`src/rtl/uoram_request_stager.sv`:
```
// Client-side staging in front of the unified ORAM controller: a command is held back until its
// whole write block is buffered, and read-return beats are framed with a last-beat flag.

// Generic synchronous FIFO whose head is visible on OutData without a read request.
// Latency: an accepted push appears at the head on the following cycle.
// Backpressure: InReady is low when full, OutValid is low when empty.
module uoram_stager_fifo #(
   parameter int Width = 8,
   parameter int Depth = 4
) (
   input  logic             Clock,
   input  logic             Reset,
   input  logic [Width-1:0] InData,
   input  logic             InValid,
   output logic             InReady,
   output logic [Width-1:0] OutData,
   output logic             OutValid,
   input  logic             OutReady
);
   localparam int PtrW = (Depth > 1) ? $clog2(Depth) : 1;
   localparam int CntW = $clog2(Depth + 1);

   logic [Width-1:0] mem [Depth];
   logic [PtrW-1:0]  wrPtr, rdPtr;
   logic [CntW-1:0]  count;
   logic             push, pop;

   assign InReady  = (count != CntW'(Depth));
   assign OutValid = (count != '0);
   assign OutData  = mem[rdPtr];
   assign push     = InValid && InReady;
   assign pop      = OutValid && OutReady;

   function automatic logic [PtrW-1:0] nextPtr(input logic [PtrW-1:0] p);
      return (p == PtrW'(Depth - 1)) ? '0 : p + PtrW'(1);
   endfunction

   always_ff @(posedge Clock) begin
      if (push) mem[wrPtr] <= InData;
   end

   always_ff @(posedge Clock) begin
      if (!Reset) begin
         wrPtr <= '0;
         rdPtr <= '0;
         count <= '0;
      end else begin
         if (push) wrPtr <= nextPtr(wrPtr);
         if (pop)  rdPtr <= nextPtr(rdPtr);
         case ({push, pop})
            2'b10:   count <= count + CntW'(1);
            2'b01:   count <= count - CntW'(1);
            default: ;
         endcase
      end
   end
endmodule

// Orders client commands and write data so a write only reaches the controller with its block held.
// Latency: a command whose data is already buffered is presented two cycles after it is accepted.
// Backpressure: client readies drop when the respective FIFO is full; outputs hold until accepted.
module uoram_request_stager #(
   parameter int ORAMU      = 32,
   parameter int ORAMB      = 512,
   parameter int FEDWidth   = 64,
   parameter int BECMDWidth = 2,
   parameter int DMWidth    = 8,
   parameter int CmdDepth   = 4,
   parameter int DataBlocks = 2
) (
   input  logic                              Clock,
   input  logic                              Reset,
   output logic                              ClientCmdReady,
   input  logic                              ClientCmdValid,
   input  logic [BECMDWidth-1:0]             ClientCmd,
   input  logic [ORAMU-1:0]                  ClientAddr,
   input  logic [DMWidth-1:0]                ClientWMask,
   output logic                              ClientDataReady,
   input  logic                              ClientDataValid,
   input  logic [FEDWidth-1:0]               ClientData,
   input  logic                              CmdOutReady,
   output logic                              CmdOutValid,
   output logic [BECMDWidth-1:0]             CmdOut,
   output logic [ORAMU-1:0]                  AddrOut,
   output logic [DMWidth-1:0]                WMaskOut,
   input  logic                              DataOutReady,
   output logic                              DataOutValid,
   output logic [FEDWidth-1:0]               DataOut,
   output logic                              RetInReady,
   input  logic                              RetInValid,
   input  logic [FEDWidth-1:0]               RetIn,
   input  logic                              RetOutReady,
   output logic                              RetOutValid,
   output logic [FEDWidth-1:0]               RetOut,
   output logic                              RetOutLast,
   output logic [$clog2(DataBlocks+1)-1:0]   BlocksReady
);
   localparam int Chunks = (ORAMB + FEDWidth - 1) / FEDWidth;
   localparam int CntW   = (Chunks > 1) ? $clog2(Chunks) : 1;
   localparam int BlkW   = $clog2(DataBlocks + 1);
   localparam logic [CntW-1:0]       LastChunk = CntW'(Chunks - 1);
   localparam logic [BECMDWidth-1:0] CmdUpdate = BECMDWidth'(0);
   localparam logic [BECMDWidth-1:0] CmdAppend = BECMDWidth'(1);

   typedef struct packed {
      logic [BECMDWidth-1:0] cmd;
      logic [ORAMU-1:0]      addr;
      logic [DMWidth-1:0]    wMask;
   } cmdEntry_t;

   typedef enum logic [1:0] {StIdle, StIssue, StStream} state_t;

   state_t              state, stateNext;
   cmdEntry_t           cmdIn, cmdHead;
   logic                cmdInReady, cmdHeadValid, cmdPop, cmdAccept;
   logic                dataInReady, dataHeadValid, dataPop, dataAccept;
   logic [FEDWidth-1:0] dataHead;
   logic [CntW-1:0]     inCnt, outCnt, retCnt;
   logic                headNeedsData, blockDone, blockTaken;

   assign cmdIn           = '{cmd: ClientCmd, addr: ClientAddr, wMask: ClientWMask};
   assign ClientCmdReady  = Reset && cmdInReady;
   assign ClientDataReady = Reset && dataInReady;
   assign cmdAccept       = ClientCmdValid && ClientCmdReady;
   assign dataAccept      = ClientDataValid && ClientDataReady;

   uoram_stager_fifo #(.Width($bits(cmdEntry_t)), .Depth(CmdDepth)) cmdFifo (
      .Clock(Clock), .Reset(Reset),
      .InData(cmdIn), .InValid(cmdAccept), .InReady(cmdInReady),
      .OutData(cmdHead), .OutValid(cmdHeadValid), .OutReady(cmdPop)
   );

   uoram_stager_fifo #(.Width(FEDWidth), .Depth(DataBlocks * Chunks)) dataFifo (
      .Clock(Clock), .Reset(Reset),
      .InData(ClientData), .InValid(dataAccept), .InReady(dataInReady),
      .OutData(dataHead), .OutValid(dataHeadValid), .OutReady(dataPop)
   );

   assign headNeedsData = (cmdHead.cmd == CmdUpdate) || (cmdHead.cmd == CmdAppend);
   assign CmdOut        = cmdHead.cmd;
   assign AddrOut       = cmdHead.addr;
   assign WMaskOut      = cmdHead.wMask;
   assign DataOut       = dataHead;
   assign blockDone     = dataAccept && (inCnt == LastChunk);
   assign blockTaken    = cmdPop && headNeedsData;

   always_comb begin
      stateNext    = state;
      CmdOutValid  = 1'b0;
      DataOutValid = 1'b0;
      cmdPop       = 1'b0;
      dataPop      = 1'b0;
      case (state)
         StIdle: begin
            if (cmdHeadValid && (!headNeedsData || BlocksReady != '0)) stateNext = StIssue;
         end
         StIssue: begin
            CmdOutValid = 1'b1;
            if (CmdOutReady) begin
               cmdPop    = 1'b1;
               stateNext = headNeedsData ? StStream : StIdle;
            end
         end
         StStream: begin
            DataOutValid = dataHeadValid;
            if (dataHeadValid && DataOutReady) begin
               dataPop = 1'b1;
               if (outCnt == LastChunk) stateNext = StIdle;
            end
         end
         default: stateNext = StIdle;
      endcase
   end

   always_ff @(posedge Clock) begin
      if (!Reset) begin
         state       <= StIdle;
         inCnt       <= '0;
         outCnt      <= '0;
         retCnt      <= '0;
         BlocksReady <= '0;
      end else begin
         state <= stateNext;
         if (dataAccept) inCnt <= (inCnt == LastChunk) ? '0 : inCnt + CntW'(1);
         if (blockTaken)   outCnt <= '0;
         else if (dataPop) outCnt <= outCnt + CntW'(1);
         if (RetInValid && RetOutReady) retCnt <= (retCnt == LastChunk) ? '0 : retCnt + CntW'(1);
         // a block completing and a block being claimed in one cycle cancel out
         case ({blockDone, blockTaken})
            2'b10:   BlocksReady <= BlocksReady + BlkW'(1);
            2'b01:   BlocksReady <= BlocksReady - BlkW'(1);
            default: ;
         endcase
      end
   end

   assign RetInReady  = RetOutReady;
   assign RetOutValid = RetInValid;
   assign RetOut      = RetIn;
   assign RetOutLast  = RetInValid && (retCnt == LastChunk);
endmodule

```
`config.mk`:
```
export PLATFORM = sky130hd
export DESIGN_NAME = uoram_request_stager
export DESIGN_NICKNAME = d
export VERILOG_FILES = /design/src/rtl/uoram_request_stager.sv
export SDC_FILE = /design/constraint.sdc
export NUM_CORES = 1
export LEC_CHECK = 0
export CAP_MARGIN = 20
export CORE_MARGIN = 3
export CORE_UTILIZATION = 50
export DETAILED_ROUTE_END_ITERATION = 7
export HOLD_SLACK_MARGIN = 0.05
export PLACE_DENSITY = 0.68
export SLEW_MARGIN = 20
export SYNTH_ARGS = -nofsm -noshare
export SYNTH_HDL_FRONTEND = slang
export SYNTH_HIERARCHICAL = 1
export SYNTH_SLANG_ARGS = --single-unit
```
`constraint.sdc`:
```
create_clock -name Clock -period 17.7 [get_ports Clock]
set_input_delay 1.77 -clock Clock [delete_from_list [all_inputs] [get_ports Clock]]
set_output_delay 1.77 -clock Clock [all_outputs]
set_load 0.01 [all_outputs]
```
# Word-level counts from Yosys, hierarchy flattened
# Memories as Yosys holds them, arrays and structs flattened. A register that Yosys moved wholly into a read port is not among the register bits.
# Index checks and enable logic that the tools add are counted.
# totals
reg_bits	33
latch_bits	0
mem_bits_rw	1192
romBits	0
in_bits	178
output_inout_bits	179
elab_cells	105
memories	2
# memory_table
name	words	width	read_ports	rd_ports_with_merged_regs	write_ports	line_no	source
dataFifo.mem	16	64	1	1	1	23	logic [Width-1:0] mem [Depth];
cmdFifo.mem	4	42	1	1	1	23	
# classes
add_sub_neg	13
multipliers	0
div_mod_pow	0
order_cmp	0
n_eq_ne	22
shifts	0
muxes	29
bitwise	1
n_reduce_logical	27
# ops
op	n
2-bit two-way mux	9
4-bit two-way mux	4
1-bit logical AND	14
3-bit by 1-bit adder with 3-bit output, second input constant	4
2-bit equality test, second input constant	6
2-bit by 1-bit equality test with 1-bit output, second input constant	5
1-bit two-way mux	10
5-bit one-hot mux with 2 select lines	1
3-bit equality test, second input constant	3
4-bit by 1-bit adder with 4-bit output, second input constant	2
4-bit equality test, second input constant	2
2-bit != test, second input constant	4
2-bit nonzero test	4
2-bit by 1-bit adder with 2-bit output, second input constant	3
3-bit two-way mux	2
2-bit one-hot mux with 3 select lines	1
3-bit one-hot mux with 2 select lines	1
5-bit by 1-bit adder with 5-bit output, second input constant	1
5-bit != test, second input constant	1
5-bit nonzero test	1
5-bit by 1-bit subtractor with 5-bit output, second input constant	1
2-bit logical NOT	2
2-bit one-hot mux with 2 select lines	1
4-bit AND reduction	1
other kinds (8)	9

# Logic depth before layout (Yosys ltp)
# Gate-level depths: netlist of run 1.
# logic_depth
word_depth	7
mapped_depth	15
mapped_depth_nobuf	13

# Hierarchy
# The synthesis of run 1 kept the hierarchy.
# modules_own_cells
mod	n_inst	cells_per_inst	area_per_inst_um2	seq_area_each_um2
uoram_stager_fifo (dataFifo)	1	1532	39510.4	31089.8
uoram_stager_fifo (cmdFifo)	1	276	6550.0	5225.0
uoram_request_stager	1	138	1177.4	260.2

# Least setup slack after synthesis of run 1
# OpenSTA, ideal clock, no wires.
# synth_path
path_kind	input -> register
from	input port ClientDataValid
to	memory dataFifo/mem[0][0] (netlist bit) (enable)
arrival_time_ns	8.836
required_ns	17.033
path_slack_ns	8.197
path_stages	4
cell_sequence	and3_1 o21ai_1 buf_4 nor4b_1
# synth_via
elab_chain_cells	4
# synth_lines
item	line_no	source
start: declaration	79	input logic ClientDataValid,
1-bit logical AND	125	assign dataAccept = ClientDataValid && ClientDataReady;
1-bit logical AND	31	assign push = InValid && InReady;
1-bit two-way mux	39	if (push) mem[wrPtr] <= InData;
1-bit two-way mux (implied by the code)	39	
end: declaration	23	
# Every way passes these cells.

==> results of run 1 <==
==> cell type report <==
cell class,instances,area (µm²)
Tap cell,1254,1570
Clock buffer,151,3160
Inverter,14,52.6
Clock inverter,71,779
Timing Repair Buffer,265,2590
Multi-Input combinational cell,545,9580
Sequential cell,1231,36600
Antenna cell,8,20.0
Fill cell,6575,39100
==> cell usage in the layout, fill, tap and decap left out, types with 3 or more instances in the layout <==
| cell | synthesis | final |
|---|---|---|
| nand3_1 | 6 | 6 |
| clkdlybuf4s50_1 | 0 | 228 |
| clkinv_1 | 1 | 23 |
| nor2_1 | 14 | 14 |
| clkbuf_16 | 0 | 122 |
| a21boi_0 | 4 | 4 |
| mux2i_1 | 10 | 10 |
| and2_4 | 1 | 13 |
| inv_1 | 13 | 13 |
| clkbuf_1 | 38 | 29 |
| dfxtp_1 | 39 | 33 |
| o21ai_0 | 10 | 10 |
| nand2_1 | 21 | 21 |
| nor4b_2 | 0 | 4 |
| mux4_2 | 348 | 348 |
| clkinvlp_4 | 0 | 3 |
| xnor2_1 | 4 | 4 |
| edfxtp_1 | 1192 | 1192 |
| dfxtp_4 | 0 | 4 |
| nor2b_1 | 6 | 6 |
| bufinv_16 | 0 | 15 |
| ha_1 | 21 | 21 |
| clkinv_2 | 0 | 27 |
| diode_2 | 0 | 8 |
| o31ai_1 | 3 | 3 |
| buf_4 | 71 | 34 |
| a21oi_1 | 10 | 10 |
| xor2_1 | 6 | 6 |
| and3_1 | 4 | 3 |
| and2_1 | 19 | 7 |
| and3_2 | 3 | 4 |
| mux4_1 | 14 | 14 |
==> sequential cells by signal (all words and copies together) (netlist names), 3 cells and up, named ones only <==
register	flops
cmdFifo/mem	168
dataFifo/count	5
dataFifo/mem	1024
cmdFifo/count	3
retCnt	3
outCnt	3
dataFifo/wrPtr	4
inCnt	3
dataFifo/rdPtr	4
==> worst register-to-register path: stages, from the launching register on <==
cell	delay [ns]
dfxtp_1	0.49
nor4_1	0.12
nand2_1	0.17
and3_1	0.26
o21ai_2	0.23
nor3b_1	0.51
and2_4	0.76
buf_4	0.64
==> synthesized netlist by cell type, types with 12 or more instances <==
library cell and instances:
clkbuf_1 38, buf_6 27, and2_1 19, nor2_1 14, inv_1 13, dfxtp_1 39
buf_4 71, ha_1 21, mux4_1 14, buf_1 12, nand2_1 21, mux4_2 348
edfxtp_1 1192
==> path summary, 6_finish.rpt <==
kind / startpoint / depth (start not counted) / end / slack [ns]
setup / recovery: register / 5 / DataOut[25] / 11.06
hold / removal: retCnt[1]$_SDFFE_PN0P_ / 2 / retCnt[1]$_SDFFE_PN0P_ / 0.48
hold reg to reg: retCnt[1]$_SDFFE_PN0P_ / 2 / retCnt[1]$_SDFFE_PN0P_ / 0.48
setup reg to reg: dataFifo/count[1]$_SDFFE_PN0P_ / 7 / dataFifo/mem[10][60]$_DFFE_PP_ / 14.12
==> through the flow <==
stage	setup WS, ns	area (µm²)	util [%]	total power [mW]	instances
2_1_floorplan	8.20	47200	-	3.35	1946
3_3_place_gp	11.40	50400	53.9	3.42	3308
4_1_cts	10.66	54300	58.1	5.96	3530
3_5_place_dp	11.40	50400	53.9	3.43	3308
5_1_grt	10.54	54300	58.1	6.08	3534
6_report	11.06	54300	58.1	5.90	3539
==> kinds of logic after synthesis <==
| logic type | Yosys count | share of synthesized area (%) |
|---|---|---|
| flops | 1231 | 77.4 |
| simple gates | 99 | 1.21 |
| compound gates | 41 | 0.546 |
| fa+ha+maj | 22 | 0.599 |
| buf+inv | 170 | 2.43 |
| xor+xnor | 10 | 0.185 |
| mux | 373 | 17.6 |
==> routing by layer <==
metal | track usage [%] | wire [µm] | vias up
met5 | 0 | 61 | -
met1 | 26.9 | 38300 | 11100
met4 | 5.45 | 2350 | 10
met2 | 33.6 | 49500 | 733
li1 | - | - | 8732
met3 | 5.81 | 7870 | 171
==> where the power goes <==
| group | switching, mW | leakage [nW] | total, mW | internal [mW] |
|---|---|---|---|---|
| combinational | 0.0795 | 3.59 | 0.146 | 0.0661 |
| clock | 1.05 | 1.93 | 2.53 | 1.48 |
| sequential | 0.00688 | 11.1 | 3.22 | 3.22 |
| total | 1.13 | 16.6 | 5.90 | 4.76 |
==> impl_summary.txt, run 1 <==
----------------------------------------------------
[Floorplan]
  Count of pins on the block boundary ... about 360
  Area of the die ... around 100000 µm²
  Chip Width ... roughly 310 µm
  Initial Utilization ... between 50% and 60%
  Core region area ... 93500 µm²
  Vertical extent of the die ... between 300 and 400 µm
  Number of placement rows ... around 110

[Outcome]
  Result of the run ... completed

[Synthesis]
  Asr flop ratio synth ... 0%
  Count of synthesis-stage warnings from yosys ... 6
  Post-synth EDFFs ... 1192
  Dominant cells by area after synthesis ... edfxtp_1 76%, mux4_2 17%, dfxtp_1 1.7%
  Yosys top cell by area ... edfxtp_1
  Most used DFF post-synth ... edfxtp_1
  Post-synthesis sequential element count ... 1231
  Cell area after synthesis ... roughly 47000 µm²
  Gate count of the mapped netlist ... slightly below 2k
  Net count after synthesis ... 2146
  Portion of the post-synthesis area used by sequential elements ... ~77%
  Number of distinct library cell variants in the gate-level netlist after synthesis ... between 50 and 60
  Mean cell area of the mapped netlist ... 24.3 µm²
  Top-area cell type share of the netlist area ... 75.8%

[Power]
  Maximum vdd drop ... roughly 0.084 mV
  Pwr per Cell Area ... between 100 and 150 nW/µm²
  Standby leakage power ... approximately 17 nW

[Detailed routing]
  Drt wl/cell ... approximately 28 µm
  Antenna violation net count after detailed routing ... 0
  Residual DRC count ... 0
  Number of DRC markers after the initial detailed-route iteration ... around 2.2k
  Number of vias after detailed routing ... 20.8k
  Number of search-and-repair iterations in the first detailed-routing pass ... 5
  Routed via count divided by cell count ... 5.86
  Wire length after detailed routing ... 98000 µm

[Job]
  Maximum capacitance violations ... 0

[Timing]
  Least-Margin Pin Slew ... 1.10 ns
  Total negative slack ... 0 ns
  Top achievable clock speed ... ~0.15 GHz
  Worst-case hold slack ... 0.485 ns
  Count of final setup violators ... 0
  Period utilisation layout ... between 30% and 40%
  Final period demand of the worst path ... 6.64 ns
  Slew Limit Fails ... 0
  Worst-case headroom to the max-slew limit ... 26.7%
  Post-route clock skew ... between 0.03 and 0.04 ns
  Setup repair after global routing missed its margin ... false
  Hold Violations, Final ... 0

[Global routing]
  GRT Resource Usage Total ... between 20% and 30%
  Maximum number of pins on one net before global-route repair ... between 100 and 150
  Initial antenna violation count ... 13
  Via count of the first global-routing pass ... 22.1k
  Residual overflow from global routing ... 0
  First-pass GRT wire length ... about 150000 µm

[Worst setup path]
  Critical path buffer and inverter count ... 3
  Largest incremental delay on the critical path ... between 0.9 and 1 ns
  Required time at the endpoint of the critical path ... about 16 ns
  Worst setup path category ... reg2out
  Critical path, cell by cell ... buf_12 -> buf_4 -> mux4_1 -> mux4_2 -> clkdlybuf4s50_1
  Highest net fanout along the worst path ... between 100 and 150
  Top Family by Delay on Critical Path ... buffers and inverters
  Critical Path Sink Type ... primary output
  Max stage delay cell, worst path ... dfxtp_4
  Setup crit start kind ... register
  Crit path arrival time ... approximately 5 ns

[Clocking]
  Number of levels in the clock H-tree ... 3
  Post-cts gate resize count ... 0
  Setup Buffers After CTS ... 0
  Num CTS Buffers ... between 100 and 150
  Clock Path Buffers ... 3
  Number of hold buffers added after CTS ... 0
  Sink count of the clock tree ... between 1k and 1.5k
  TritonCTS clock tree ... yes
  Root buffer cell ... clkbuf_16
  Clock transition time at the flip-flop clock pins of the worst setup and hold paths ... roughly 0.060 ns
  Clock Latency Late Sink ... just under 0.7 ns

[Place]
  Last weighted congestion value of the routability-driven placer ... between 0.7 and 0.8
  Half-perimeter wire length after detailed placement ... roughly 50000 µm
  Number of I/O port buffers ... about 230

[Cells and area]
  Number of nets at the end of the flow ... around 2.4k
  Growth of design area from synthesis to finish ... 15.0%
  Share of cells above drive strength 1 ... roughly a quarter

[Hold path]
  Path category of the worst min-delay check ... reg2reg

----------------------------------------------------
Note: power is estimated with default switching activity, not from simulation.
==> run 2: changes to the inputs <==
Clock period 17.7 ns to 6.8 ns, I/O delays scaled along.
==> run 2 against run 1 <==
First-iteration DRC count decreased by 13%. Total power increased to 2.6 times the previous value. Flip-flop and latch count unchanged. Largest cell class unchanged. Sequential power increased to 2.6 times the previous value. Combinational power increased to 2.6 times the previous value. Final cell count decreased by 0.14%. Highest routed layer unchanged.
==> impl_summary.txt, run 2 (synthesis gave the netlist of run 1 again) <==
----------------------------------------------------
[Floorplan]
  Core region area ... 93500 µm² (unchanged)
  Initial Utilization ... 50.5% (unchanged)
  Vertical extent of the die ... 313 µm (unchanged)
  Chip Width ... 313 µm (unchanged)
  Number of placement rows ... 112 (unchanged)
  Count of pins on the block boundary ... 357 (unchanged)
  Area of the die ... 98200 µm² (unchanged)

[Cells and area]
  Registers with the most flip-flops ... dataFifo/mem x1024, cmdFifo/mem x168, dataFifo/count x5
  Most frequent standard cell in the layout excluding fill and tap cells ... edfxtp_1
  Flip-flop count of the largest register, all copies and words added ... 1024 (unchanged)
  Area occupied by multi-input gates ... 9580 µm² (unchanged)
  Sequential cell area in the final layout ... 36600 µm² (unchanged)
  Share of cells above drive strength 1 ... 26.3% (+0.42 points)
  Number of nets at the end of the flow ... 2373 (-0.13%)
  Growth of design area from synthesis to finish ... 15.4%
  Number of inserted filler cells in the final layout ... 6530 (-0.68%)
  Most used cells in the layout excluding fill and tap cells ... 1192 x edfxtp_1, 348 x mux4_2, 228 x clkdlybuf4s50_1
  Register with the most flip-flops ... dataFifo/mem

[Timing]
  Count of final setup violators ... 0 (unchanged)
  Hold Violations, Final ... 0 (unchanged)
  Final period demand of the worst path ... 4.71 ns
  Top achievable clock speed ... 0.212 GHz
  Setup repair after global routing missed its margin ... false
  Period utilisation layout ... just under 70%
  Total negative slack ... 0 ns (unchanged)
  Post-route clock skew ... 0.0452 ns (+0.0103 ns)
  Least-Margin Pin Slew ... 1.02 ns (-0.0832 ns)
  Slew Limit Fails ... 0 (unchanged)
  Worst-case headroom to the max-slew limit ... 32.3% (+5.5 points)
  Worst-case hold slack ... 0.476 ns (-0.00849 ns)

[Detailed routing]
  Number of vias after detailed routing ... 20.7k (-0.30%)
  Routed length on met1 ... 38100 µm (-0.51%)
  Highest routed metal layer ... met5
  Number of search-and-repair iterations in the first detailed-routing pass ... 5 (unchanged)
  Wire length after detailed routing ... 95500 µm (-2.6%)
  Detail Route met3 WL ... 6770 µm (-14%)
  Residual DRC count ... 0 (unchanged)
  Drt wl/cell ... 27.0 µm (-2.5%)
  Sum of met2 wire segment lengths after detailed routing ... 48600 µm (-1.9%)
  Routed via count divided by cell count ... 5.85 (-0.16%)
  Antenna violation net count after detailed routing ... 0 (unchanged)
  Number of DRC markers after the initial detailed-route iteration ... 1902 (-13%)

[Clocking]
  Num CTS Buffers ... 119 (unchanged)
  TritonCTS clock tree ... yes
  Clock transition time at the flip-flop clock pins of the worst setup and hold paths ... 0.06 ns (about the same)
  Post-cts gate resize count ... 0 (unchanged)
  Number of hold buffers added after CTS ... 0 (unchanged)
  Number of levels in the clock H-tree ... 3 (unchanged)
  Sink count of the clock tree ... 1231 (unchanged)
  Clock Latency Late Sink ... 0.71 ns (+0.02 ns)
  Clock Path Buffers ... 3 (unchanged)
  Setup Buffers After CTS ... 0 (unchanged)
  Root buffer cell ... clkbuf_16

[Hold path]
  Path category of the worst min-delay check ... reg2reg
  Source of the worst hold timing path ... retCnt[1]$_SDFFE_PN0P_

[Place]
  Half-perimeter wire length after detailed placement ... 51200 µm (+1.2%)
  Number of I/O port buffers ... 228 (unchanged)
  Last weighted congestion value of the routability-driven placer ... 0.720 (-0.87%)

[Power]
  Standby leakage power ... 16.6 nW (+0.32%)
  Pwr per Cell Area ... 285 nW/µm² (+160%)
  Maximum vdd drop ... 0.224 mV (+170%)

[Worst setup path]
  Max stage delay cell, worst path ... dfxtp_4
  Highest net fanout along the worst path ... 78 (-28%)
  Worst setup path category ... reg2out
  Startpoint of the worst-slack reg-to-reg timing path ... dataFifo/count[1]$_SDFFE_PN0P_
  Largest incremental delay on the critical path ... 0.95 ns (about the same)
  Critical Path Sink Type ... primary output
  Setup crit start kind ... register
  Required time at the endpoint of the critical path ... 6.12 ns (-9.81 ns)
  Crit path arrival time ... 4.03 ns (-0.84 ns)
  Critical path, cell by cell ... buf_12 -> mux4_1 -> mux4_2 -> clkdlybuf4s50_1

[Global routing]
  Initial antenna violation count ... 10 (-3)
  First-pass GRT wire length ... 144000 µm (-1.6%)
  Maximum number of pins on one net before global-route repair ... 84 (-23%)
  Residual overflow from global routing ... 0 (unchanged)
  Via count of the first global-routing pass ... 22.1k (+0.13%)
  GRT Resource Usage Total ... 19.8% (-0.57 points)

[Job]
  Maximum capacitance violations ... 0 (unchanged)

[Outcome]
  Result of the run ... completed

----------------------------------------------------
-- run 2: cell types whose count changed in the layout (fill, tap and decap cells not counted), sizes merged --
cell,before,now
buf,37,34
bufinv,15,17
clkbuf,151,145
clkinv,53,50
clkinvlp,3,7
diode,8,5
inv,14,18
-- run 2: path summary, 6_finish.rpt --
path | slack, ns | endpoint | cells after the start
max | 2.09 | DataOut[29] | 4
min | 0.48 | retCnt[1]$_SDFFE_PN0P_ | 2
max reg2reg | 3.46 | dataFifo/mem[10][55]$_DFFE_PP_ | 7
min reg2reg | 0.48 | retCnt[1]$_SDFFE_PN0P_ | 2
-- run 2: layout make-up --
class / instances / area share, %
Inverter: 14 / 0.0964
Multi-Input combinational cell: 545 / 17.6
Antenna cell: 5 / 0.0229
Timing Repair Buffer: 262 / 4.84
Clock inverter: 78 / 1.69
Tap cell: 1254 / 2.88
Clock buffer: 145 / 5.79
Sequential cell: 1231 / 67.1
-- run 2: metrics by stage --
stage	power [mW]	worst slack [ns]	util (%)	area, µm²	cells
floorplan	8.71	-1.67	-	47200	1946
global placement	8.92	2.58	53.9	50400	3306
detailed placement	8.94	2.51	53.9	50400	3306
CTS	15.7	1.91	58.3	54500	3529
global route	16.0	1.79	58.3	54500	3530
finish	15.5	2.09	58.3	54500	3534
-- run 2: critical path: cells and delay by family, from the launching register on --
kind / cells / cell delay, ns
buf+inv: 2 / 1.07
flops: 1 / 0.95
mux: 2 / 1.18
-- run 2: routing by layer --
layer  vias up  track usage (%)
met5         -                0
met4         8             4.76
met3       155             4.98
met2       680             32.7
met1     11100             26.8
li1       8719                -
-- run 2: power by group --
part	switching, mW	leakage (nW)	internal (mW)	total (mW)
logic	0.209	3.59	0.172	0.381
registers	0.0173	11.1	8.37	8.39
clock network	2.78	1.98	3.96	6.74
==> run 3: changes to the inputs <==
Settings changed: PLACE_DENSITY 0.68 to 0.71.
Clock period 6.8 ns to 4.2 ns, I/O delays scaled along.
==> run 3 against run 2 <==
Utilization is 0.50 points higher. Via count is 1.2% higher. Die area stayed put. Critical path depth stayed put. Clock power is 53% higher. Largest cell class unchanged. Count of clock-buffer cells in the layout is 3 lower. Combinational power is 65% higher. Sequential share of layout area is 0.57 points lower. Register-to-register slack worse by 2.6 ns. Clock skew is 0.023 ns higher. Cell area is 0.86% higher.
==> impl_summary.txt, run 3 (synthesis gave the netlist of run 1 again) <==
----------------------------------------------------
[Outcome]
  Result of the run ... completed

[Worst setup path]
  Top Family by Delay on Critical Path ... multiplexers
  Max stage delay cell, worst path ... dfxtp_4
  Worst setup path category ... reg2out
  Critical path buffer and inverter count ... 2 (unchanged)
  Setup crit start kind ... register
  Crit path arrival time ... 3.46 ns (-0.57 ns)
  Required time at the endpoint of the critical path ... 3.78 ns (-2.34 ns)
  Highest net fanout along the worst path ... 24 (-69%)
  Largest incremental delay on the critical path ... 0.63 ns (-0.32 ns)
  Critical path, cell by cell ... buf_4 -> mux4_1 -> mux4_2 -> clkdlybuf4s50_1
  Critical Path Sink Type ... primary output

[Detailed routing]
  Drt wl/cell ... 27.5 µm (+1.7%)
  Antenna violation net count after detailed routing ... 0 (unchanged)
  Routed via count divided by cell count ... 5.87 (+0.22%)
  Number of search-and-repair iterations in the first detailed-routing pass ... 5 (unchanged)
  Number of vias after detailed routing ... 20.9k (+1.2%)
  Residual DRC count ... 0 (unchanged)
  Number of DRC markers after the initial detailed-route iteration ... 2041 (+7.3%)
  Wire length after detailed routing ... 98000 µm (+2.7%)

[Clocking]
  Post-cts gate resize count ... 0 (unchanged)
  TritonCTS clock tree ... yes
  Clock Path Buffers ... 3 (unchanged)
  Setup Buffers After CTS ... 0 (unchanged)
  Num CTS Buffers ... 120 (+0.84%)
  Root buffer cell ... clkbuf_16
  Clock Latency Late Sink ... 0.72 ns (about the same)
  Clock transition time at the flip-flop clock pins of the worst setup and hold paths ... 0.06 ns (about the same)
  Number of hold buffers added after CTS ... 0 (unchanged)
  Number of levels in the clock H-tree ... 3 (unchanged)
  Sink count of the clock tree ... 1231 (unchanged)

[Floorplan]
  Count of pins on the block boundary ... 357 (unchanged)
  Core region area ... 93500 µm² (unchanged)
  Initial Utilization ... 50.5% (unchanged)
  Vertical extent of the die ... 313 µm (unchanged)
  Number of placement rows ... 112 (unchanged)
  Chip Width ... 313 µm (unchanged)
  Area of the die ... 98200 µm² (unchanged)

[Global routing]
  Via count of the first global-routing pass ... 22.3k (+0.69%)
  GRT Resource Usage Total ... 20.4% (+0.60 points)
  Initial antenna violation count ... 6 (-4)
  First-pass GRT wire length ... 148000 µm (+2.6%)
  Maximum number of pins on one net before global-route repair ... 57 (-32%)
  Residual overflow from global routing ... 0 (unchanged)

[Hold path]
  Path category of the worst min-delay check ... in2reg

[Cells and area]
  Number of nets at the end of the flow ... 2417 (+1.9%)
  Final cell count without fillers ... 3568 (+0.96%)
  Non-Filler Cell Area, Final ... 55000 µm² (+0.86%)
  Flip-flop count of the largest register, all copies and words added ... 1024 (unchanged)
  Growth of design area from synthesis to finish ... 16.4%
  Most frequent standard cell in the layout excluding fill and tap cells ... edfxtp_1
  Most used cells in the layout excluding fill and tap cells ... 1192 x edfxtp_1, 348 x mux4_2, 228 x clkdlybuf4s50_1
  Registers with the most flip-flops ... dataFifo/mem x1024, cmdFifo/mem x168, dataFifo/count x5
  Share of cells above drive strength 1 ... 26.9% (+0.61 points)
  Register with the most flip-flops ... dataFifo/mem

[Place]
  Number of I/O port buffers ... 228 (unchanged)
  Cell count after placement ... 3349 (+1.3%)
  Placed cell area ... 51200 µm² (+1.5%)
  Last weighted congestion value of the routability-driven placer ... 0.740 (+2.7%)
  Half-perimeter wire length after detailed placement ... 54200 µm (+5.8%)

[Timing]
  Least-Margin Pin Slew ... 0.849 ns (-0.166 ns)
  Slew Limit Fails ... 0 (unchanged)
  Worst-case headroom to the max-slew limit ... 43.4% (+11 points)
  Post-route clock skew ... 0.0680 ns (+0.0228 ns)
  Top achievable clock speed ... around 0.26 GHz
  Final period demand of the worst path ... ~3.9 ns
  Hold Violations, Final ... 0 (unchanged)
  Setup repair after global routing missed its margin ... false
  Count of final setup violators ... 0 (unchanged)
  Period utilisation layout ... 92.3%

[Job]
  Maximum capacitance violations ... 0 (unchanged)

[Power]
  Standby leakage power ... 16.8 nW (+1.1%)
  Overall power ... 24.5 mW (+58%)
  Pwr per Cell Area ... 446 nW/µm² (+57%)
  Maximum vdd drop ... 0.407 mV (+82%)

----------------------------------------------------
==> run 3: final timing paths <==
check                                               startpoint                        endpoint  slack, ns  cells past startpoint
worst max-delay path                                  register                     DataOut[48]       0.32                      4
worst min-delay path                             ClientAddr[1]     cmdFifo/mem[3][9]$_DFFE_PP_       0.34                      1
worst max register to register  dataFifo/count[1]$_SDFFE_PN0P_  dataFifo/count[2]$_SDFFE_PN0P_       0.89                     13
worst min register to register           inCnt[1]$_SDFFE_PN0P_           inCnt[1]$_SDFFE_PN0P_       0.47                      2
==> run 3: routing by layer <==
metal  GRT usage, %  share of wire [%]
met1           26.9                 39
met2           33.8                 51
met3           5.45                8.2
met5              0              0.042
met4           5.67                2.5
==> run 3: per-stage QoR <==
| stage | util, % | setup slack (ns) | setup TNS, ns | hold WS (ns) |
|---|---|---|---|---|
| after global routing | 58.8 | 0.107 | 0 | 0.318 |
| final | 58.8 | 0.323 | 0 | 0.343 |
| after global placement | 54.7 | 0.846 | 0 | 0.454 |
| after floorplan | - | -1.07 | -270.94 | 0.445 |
| after CTS | 58.8 | 0.189 | 0 | 0.289 |
| after detailed placement | 54.7 | 0.846 | 0 | 0.471 |
==> run 3: area by class of cell <==
type	count	area, µm²
fillers	6458	38500
flip-flops and latches	1231	36600
multi-input cells	545	9610
repair buffers	305	3350
clock buffers	142	3090
well taps	1254	1570
clock inverters	72	721
inverters	14	52.6
diodes	5	12.5
==> run 3: power by group <==
part / internal (mW) / leakage (nW) / switching, mW
clock: 5.85 / 1.84 / 4.44
combinational: 0.287 / 3.91 / 0.343
sequential: 13.6 / 11.1 / 0.0290
